--- config.mk ---
export PLATFORM = sky130hd
export DESIGN_NAME = noc_tile_flit_tx
export DESIGN_NICKNAME = d
export VERILOG_FILES = /design/src/rtl/noc_flit_pkg.sv /design/src/rtl/noc_sat_counter.sv /design/src/rtl/noc_tile_flit_tx.sv
export SDC_FILE = /design/constraint.sdc
export NUM_CORES = 1
export LEC_CHECK = 0
export CAP_MARGIN = 20
export CORE_ASPECT_RATIO = 0.8
export CORE_MARGIN = 2
export CORE_UTILIZATION = 45
export CTS_BUF_LIST = sky130_fd_sc_hd__clkbuf_4 sky130_fd_sc_hd__clkbuf_8
export DETAILED_ROUTE_END_ITERATION = 16
export GPL_TIMING_DRIVEN = 0
export PLACE_DENSITY = 0.86
export SYNTH_ARGS = -nofsm -noshare
export SYNTH_HDL_FRONTEND = slang
export SYNTH_HIERARCHICAL = 1
export SYNTH_SLANG_ARGS = --single-unit
--- constraint.sdc ---
create_clock -name clk -period 5.7 [get_ports clk]
set_input_delay 0.57 -clock clk [delete_from_list [all_inputs] [get_ports clk]]
set_output_delay 0.57 -clock clk [all_outputs]
set_load 0.1 [all_outputs]
--- src/rtl/noc_flit_pkg.sv ---
// Shared flit format definitions for the tile transmitter and the router flit parser.
package noc_flit_pkg;

    localparam int unsigned COORD_W    = 8;
    localparam int unsigned PAYLOAD_W  = 46;
    localparam int unsigned DEST_X_MSB = 63;
    localparam int unsigned DEST_X_LSB = 56;
    localparam int unsigned DEST_Y_MSB = 55;
    localparam int unsigned DEST_Y_LSB = 48;
    localparam int unsigned TYPE_MSB   = 47;
    localparam int unsigned TYPE_LSB   = 46;
    localparam int unsigned PAYLOAD_MSB = 45;

    typedef enum logic [1:0] {
        FLIT_SINGLE = 2'b00,
        FLIT_HEAD   = 2'b01,
        FLIT_BODY   = 2'b10,
        FLIT_TAIL   = 2'b11
    } flit_type_e;

    typedef enum logic {
        TX_IDLE = 1'b0,
        TX_SEND = 1'b1
    } tx_state_e;

    // Flit type from the position of the flit within its packet.
    function automatic flit_type_e flit_type_of(input logic first, input logic last);
        if (first && last) return FLIT_SINGLE;
        if (first)         return FLIT_HEAD;
        if (last)          return FLIT_TAIL;
        return FLIT_BODY;
    endfunction

    function automatic logic is_pkt_end(input flit_type_e t);
        return (t == FLIT_SINGLE) || (t == FLIT_TAIL);
    endfunction

endpackage

--- src/rtl/noc_sat_counter.sv ---
// Event counter that sticks at all-ones instead of wrapping.
module noc_sat_counter #(
    parameter int unsigned WIDTH = 32
) (
    input  logic             clk,
    input  logic             reset,
    input  logic             inc,
    output logic [WIDTH-1:0] count
);

    always_ff @(posedge clk or posedge reset) begin
        if (reset) begin
            count <= '0;
        end else if (inc && (count != '1)) begin
            count <= count + WIDTH'(1);
        end
    end

endmodule

--- src/rtl/noc_tile_flit_tx.sv ---
// Tile-side flit transmitter: packs command + payload words into typed flits
// and holds each flit in a single output register under router backpressure.
module noc_tile_flit_tx
    import noc_flit_pkg::*;
#(
    parameter int unsigned FLIT_WIDTH = 64,
    parameter int unsigned LEN_W      = 8,
    parameter int unsigned CNT_W      = 32
) (
    input  logic                  clk,
    input  logic                  reset,
    input  logic                  cmd_valid,
    output logic                  cmd_ready,
    input  logic [COORD_W-1:0]    cmd_dest_x,
    input  logic [COORD_W-1:0]    cmd_dest_y,
    input  logic [LEN_W-1:0]      cmd_len,
    input  logic                  data_valid,
    output logic                  data_ready,
    input  logic [PAYLOAD_W-1:0]  data_in,
    output logic [FLIT_WIDTH-1:0] flit_out,
    output logic                  valid_out,
    input  logic                  ready_in,
    output logic                  busy,
    output logic [CNT_W-1:0]      flits_sent_count,
    output logic [CNT_W-1:0]      packets_sent_count,
    output logic [CNT_W-1:0]      stall_count,
    output logic                  len_err
);

    tx_state_e               state_q, state_d;
    logic [COORD_W-1:0]      dest_x_q, dest_y_q;
    logic [LEN_W-1:0]        remaining_q;
    logic                    first_q;
    logic [FLIT_WIDTH-1:0]   flit_q, flit_d;
    logic                    valid_q;
    logic                    len_err_q;
    logic                    cmd_hs, data_hs, last_word;
    logic                    flit_acc, pkt_acc, stall_ev;
    flit_type_e              cur_type, out_type;

    assign cmd_hs    = cmd_valid && cmd_ready;
    assign data_hs   = data_valid && data_ready;
    assign last_word = (remaining_q == LEN_W'(1));
    assign cur_type  = flit_type_of(first_q, last_word);

    // State register.
    always_ff @(posedge clk or posedge reset) begin
        if (reset) state_q <= TX_IDLE;
        else       state_q <= state_d;
    end

    // Next-state logic.
    always_comb begin
        state_d = state_q;
        case (state_q)
            TX_IDLE: if (cmd_hs && (cmd_len != '0)) state_d = TX_SEND;
            TX_SEND: if (data_hs && last_word)      state_d = TX_IDLE;
            default: state_d = TX_IDLE;
        endcase
    end

    // Handshake outputs; a payload word is taken only when the output slot frees.
    always_comb begin
        cmd_ready  = 1'b0;
        data_ready = 1'b0;
        case (state_q)
            TX_IDLE: cmd_ready  = 1'b1;
            TX_SEND: data_ready = !valid_q || ready_in;
            default: ;
        endcase
    end

    always_comb begin
        flit_d = '0;
        flit_d[DEST_X_MSB:DEST_X_LSB] = dest_x_q;
        flit_d[DEST_Y_MSB:DEST_Y_LSB] = dest_y_q;
        flit_d[TYPE_MSB:TYPE_LSB]     = cur_type;
        flit_d[PAYLOAD_MSB:0]         = data_in;
    end

    // Packet context and output register.
    always_ff @(posedge clk or posedge reset) begin
        if (reset) begin
            dest_x_q    <= '0;
            dest_y_q    <= '0;
            remaining_q <= '0;
            first_q     <= 1'b0;
            flit_q      <= '0;
            valid_q     <= 1'b0;
            len_err_q   <= 1'b0;
        end else begin
            if (cmd_hs) begin
                if (cmd_len == '0) begin
                    len_err_q <= 1'b1;
                end else begin
                    dest_x_q    <= cmd_dest_x;
                    dest_y_q    <= cmd_dest_y;
                    remaining_q <= cmd_len;
                    first_q     <= 1'b1;
                end
            end
            if (data_hs) begin
                flit_q      <= flit_d;
                valid_q     <= 1'b1;
                remaining_q <= remaining_q - LEN_W'(1);
                first_q     <= 1'b0;
            end else if (ready_in) begin
                valid_q <= 1'b0;
            end
        end
    end

    assign out_type = flit_type_e'(flit_q[TYPE_MSB:TYPE_LSB]);
    assign flit_acc = valid_q && ready_in;
    assign pkt_acc  = flit_acc && is_pkt_end(out_type);
    assign stall_ev = valid_q && !ready_in;

    noc_sat_counter #(.WIDTH(CNT_W)) u_flits_cnt (
        .clk(clk), .reset(reset), .inc(flit_acc), .count(flits_sent_count)
    );
    noc_sat_counter #(.WIDTH(CNT_W)) u_pkts_cnt (
        .clk(clk), .reset(reset), .inc(pkt_acc), .count(packets_sent_count)
    );
    noc_sat_counter #(.WIDTH(CNT_W)) u_stall_cnt (
        .clk(clk), .reset(reset), .inc(stall_ev), .count(stall_count)
    );

    assign flit_out  = flit_q;
    assign valid_out = valid_q;
    assign len_err   = len_err_q;
    assign busy      = (state_q == TX_SEND) || valid_q;

endmodule

==> metrics.md <==
| Metric | Value |
|---|---|
| Status | `finished, final reports clean` |
| Arrival time worst endpoint | `2600 ps` |
| Total GRT Usage | `22.0%` |
| Sequential power share | `34.1%` |
| Synthesized net count | `880` |
| Cell area power density | `476 mW/mm^2` |
| Grt ovf | `0` |
| Via density | `5.17` |
| P_leak | `5.20 nW` |
| Setup violations, final | `0` |
| Switching share of power | `52.0%` |
| Hold buffers post-CTS | `0` |
| Simple-Gate Fraction of Synth Area | `23.8%` |
| Mux contribution to synthesized area | `3.46%` |
| Hold Path Class | `reg -> reg` |
| Clock share of power | `15.4%` |
| Slew headroom | `29.1%` |
| Layout area overhead | `37.9%` |
| Fillers | `1451` |
| Crit path launch type | `input port` |
| Gate power share | `50.5%` |
| Post-synth design cell area | `0.00843 sq mm` |
| Seq/Total Area, Yosys | `55.8%` |
| Clock tree sinks | `188` |
| Num ports | `240` |
| Fin. max-slew vios | `0` |
| Post-synth ARST share | `100%` |
| Site row count | `44` |
| Dpl cells | `1295` |
| CTS max path bufs | `2` |
| Crit-path max FO | `5` |
| Number of synthesized register bits | `188` |
| Synth Area in Adders | `0.890%` |
| CTS clk-pin slew, worst paths | `90 ps` |
| Die W | `157 um` |
| Switching Power | `2.88 mW` |
| First-pass GRT wire length | `34.4 mm` |
| WL/cell | `16.3 um` |
| RSZ-0062 raised after global routing | `false` |
| Internal power | `2.66 mW` |
| Crit end category | `primary output` |
| Post-Layout Cell Count | `1327` |
| Final WL | `21.6 mm` |
| Final worst setup slack | `2530 ps` |
| EDFF count, synth | `0` |
| Fin Setup TNS | `0 ps` |
| Die ar. | `0.0199 sq mm` |
| Max Cap Viol | `0` |
| CTS HTree Levels | `4` |
| GP Congestion | `0.811` |
| Final period util | `55.6%` |
| Post-Synthesis Cells | `799` |
| ANT cells | `0` |
| XOR/XNOR Fraction of Synth Area | `9.04%` |
| VDD IR max | `0.393 mV` |
| Critical path class | `in -> out` |
| Worst-margin pin slew | `1060 ps` |
| Fin crit period | `3170 ps` |
| Clk_skew | `12.2 ps` |
| Syn. warnings | `6` |
| Area of the multi-input gates | `0.00354 sq mm` |
| Initial Utilization | `46.1%` |
| Layout cell share with drive strength beyond 1 | `8.38%` |
| Vias | `6860` |
| Clk root buf | `clkbuf_8` |
| DRT antenna net count | `0` |
| Netlist cell types | `47` |
| DR DRC count | `0` |
| Crit path required time | `5130 ps` |
| Pre-CTS setup slack | `2520 ps` |
| Top FF cell, synth | `dfrtp_1` |
| Mean Syn Cell Area | `10.6 sq um` |
| Initial antenna violation count | `1` |
| Register area | `0.00470 sq mm` |
| Final HPWL DP | `16.0 mm` |
| CTS tree | `yes` |
| Largest family of logic cells by synthesized area | `simple AND/OR/NAND/NOR gates` |
| Die height | `126 um` |
| Final hold violation count | `0` |
| Initial detailed-routing violation count | `334` |
| Final #Nets | `1142` |
| CTS buffer count | `17` |
| Vias in the first global route | `6804` |
| Number of gates resized after cts | `0` |
| FMAX | `0.315 GHz` |
| Compound-Gate Fraction of Synth Area | `4.87%` |
| Port bufs | `239` |
| CORE AREA | `0.0183 sq mm` |
| Largest net degree at the start of global routing | `70` |
| First-pass detailed-route iteration total | `5` |
| # Post-CTS Setup Buffers | `0` |
| Clk Latency, worst-skew pair | `460 ps` |
## cell usage in the layout (no fill, tap or decap), types with 7 or more instances in the layout
cell,count
clkbuf_8,18
mux2_4,10
dfrtp_1,188
xnor2_1,80
nand4_1,30
clkbuf_1,17
a21oi_1,9
clkdlybuf4s50_1,239
mux2_2,9
inv_1,13
nand3_1,71
and3_1,32
nand2_1,223
nor2_1,16
xor2_1,7
## per-layer routing
metal | vias to the layer above | track usage [%] | wire (um)
met4 | 2 | 7.75 | 421
met3 | 33 | 7.07 | 1680
li1 | 3258 | - | -
met5 | - | 0 | 11
met1 | 3330 | 27.5 | 9140
met2 | 237 | 36.1 | 10400
## synth_stat cells (7+ instances only)
master	count	share of area (%)
clkbuf_1	17	0.76
mux2_4	10	1.8
inv_1	14	0.62
xor2_1	7	0.73
nand4_1	30	2.2
xnor2_1	80	8.3
a21oi_1	9	0.53
mux2_2	9	1.2
nand3_1	71	4.2
nor2_1	16	0.71
and3_1	32	2.4
nand2_1	223	9.9
dfrtp_1	188	56
## path summary, 6_finish.rpt
| path | slack (ps) | to | depth (start not counted) | start |
|---|---|---|---|---|
| max | 2530 | data_ready | 5 | ready_in |
| min | 470 | len_err$_DFFE_PP0P_ | 1 | len_err$_DFFE_PP0P_ |
| max reg2reg | 3210 | u_stall_cnt/count[31]$_DFFE_PP0P_ | 8 | valid_out$_DFFE_PP0P_ |
| min reg2reg | 470 | len_err$_DFFE_PP0P_ | 1 | len_err$_DFFE_PP0P_ |
| max in group asynchronous | 4460 | u_flits_cnt/count[19]$_DFFE_PP0P_ | 3 | reset |
| min in group asynchronous | 510 | valid_out$_DFFE_PP0P_ | 2 | reset |
## registers in the layout, summed over array words and instances, names as in the netlist
register,flops
dest_x_q,8
dest_y_q,8
first_q,1
flit_out,64
len_err,1
remaining_q,8
state_q,1
u_flits_cnt/count,32
u_pkts_cnt/count,32
u_stall_cnt/count,32
valid_out,1
## metrics by stage
stage | util (%) | hold slack, ps | cell area (sq um) | total power, mW
after floorplan | - | 433 | 8430 | 3.98
after global placement | 61.0 | 441 | 11100 | 4.65
after detailed placement | 61.5 | 449 | 11200 | 4.71
after CTS | 63.6 | 475 | 11600 | 5.58
after global routing | 63.6 | 501 | 11600 | 5.78
final | 63.6 | 468 | 11600 | 5.54
## power by group through the flow
stage / Combinational [mW] / Clock, mW / Sequential [mW]
6_report: 2.80 / 0.852 / 1.89
2_1_floorplan: 0.510 / 0 / 3.47
4_1_cts: 2.81 / 0.881 / 1.88
3_5_place_dp: 2.81 / 0 / 1.91
5_1_grt: 2.91 / 0.931 / 1.93
3_3_place_gp: 2.76 / 0 / 1.89
## layout make-up
cell class | instances | area share, %
plain buffers | 26 | 1.14
clock buffers | 19 | 2.20
clock inverters | 13 | 1.11
inverters | 14 | 0.474
multi-input cells | 571 | 30.5
flip-flops and latches | 188 | 40.5
well taps | 253 | 2.72
repair buffers | 243 | 21.4
## worst max-delay path: stages
cell             delay (ps)
clkdlybuf4s50_1         460
nand2b_1                180
inv_1                   110
nor2_1                  100
clkdlybuf4s50_1        1170
## logic make-up (layout without fill, tap and decap cells)
logic type / after synthesis / after routing
AND/OR/NAND/NOR: 414 / 414
flip-flops: 188 / 188
multiplexers: 23 / 23
buffers and inverters: 40 / 315
AO/OA/AOI/OAI: 41 / 41
adder cells (fa/ha/maj): 6 / 6
XOR/XNOR: 87 / 87
No activity file was read; power rests on OpenSTA's default activity.
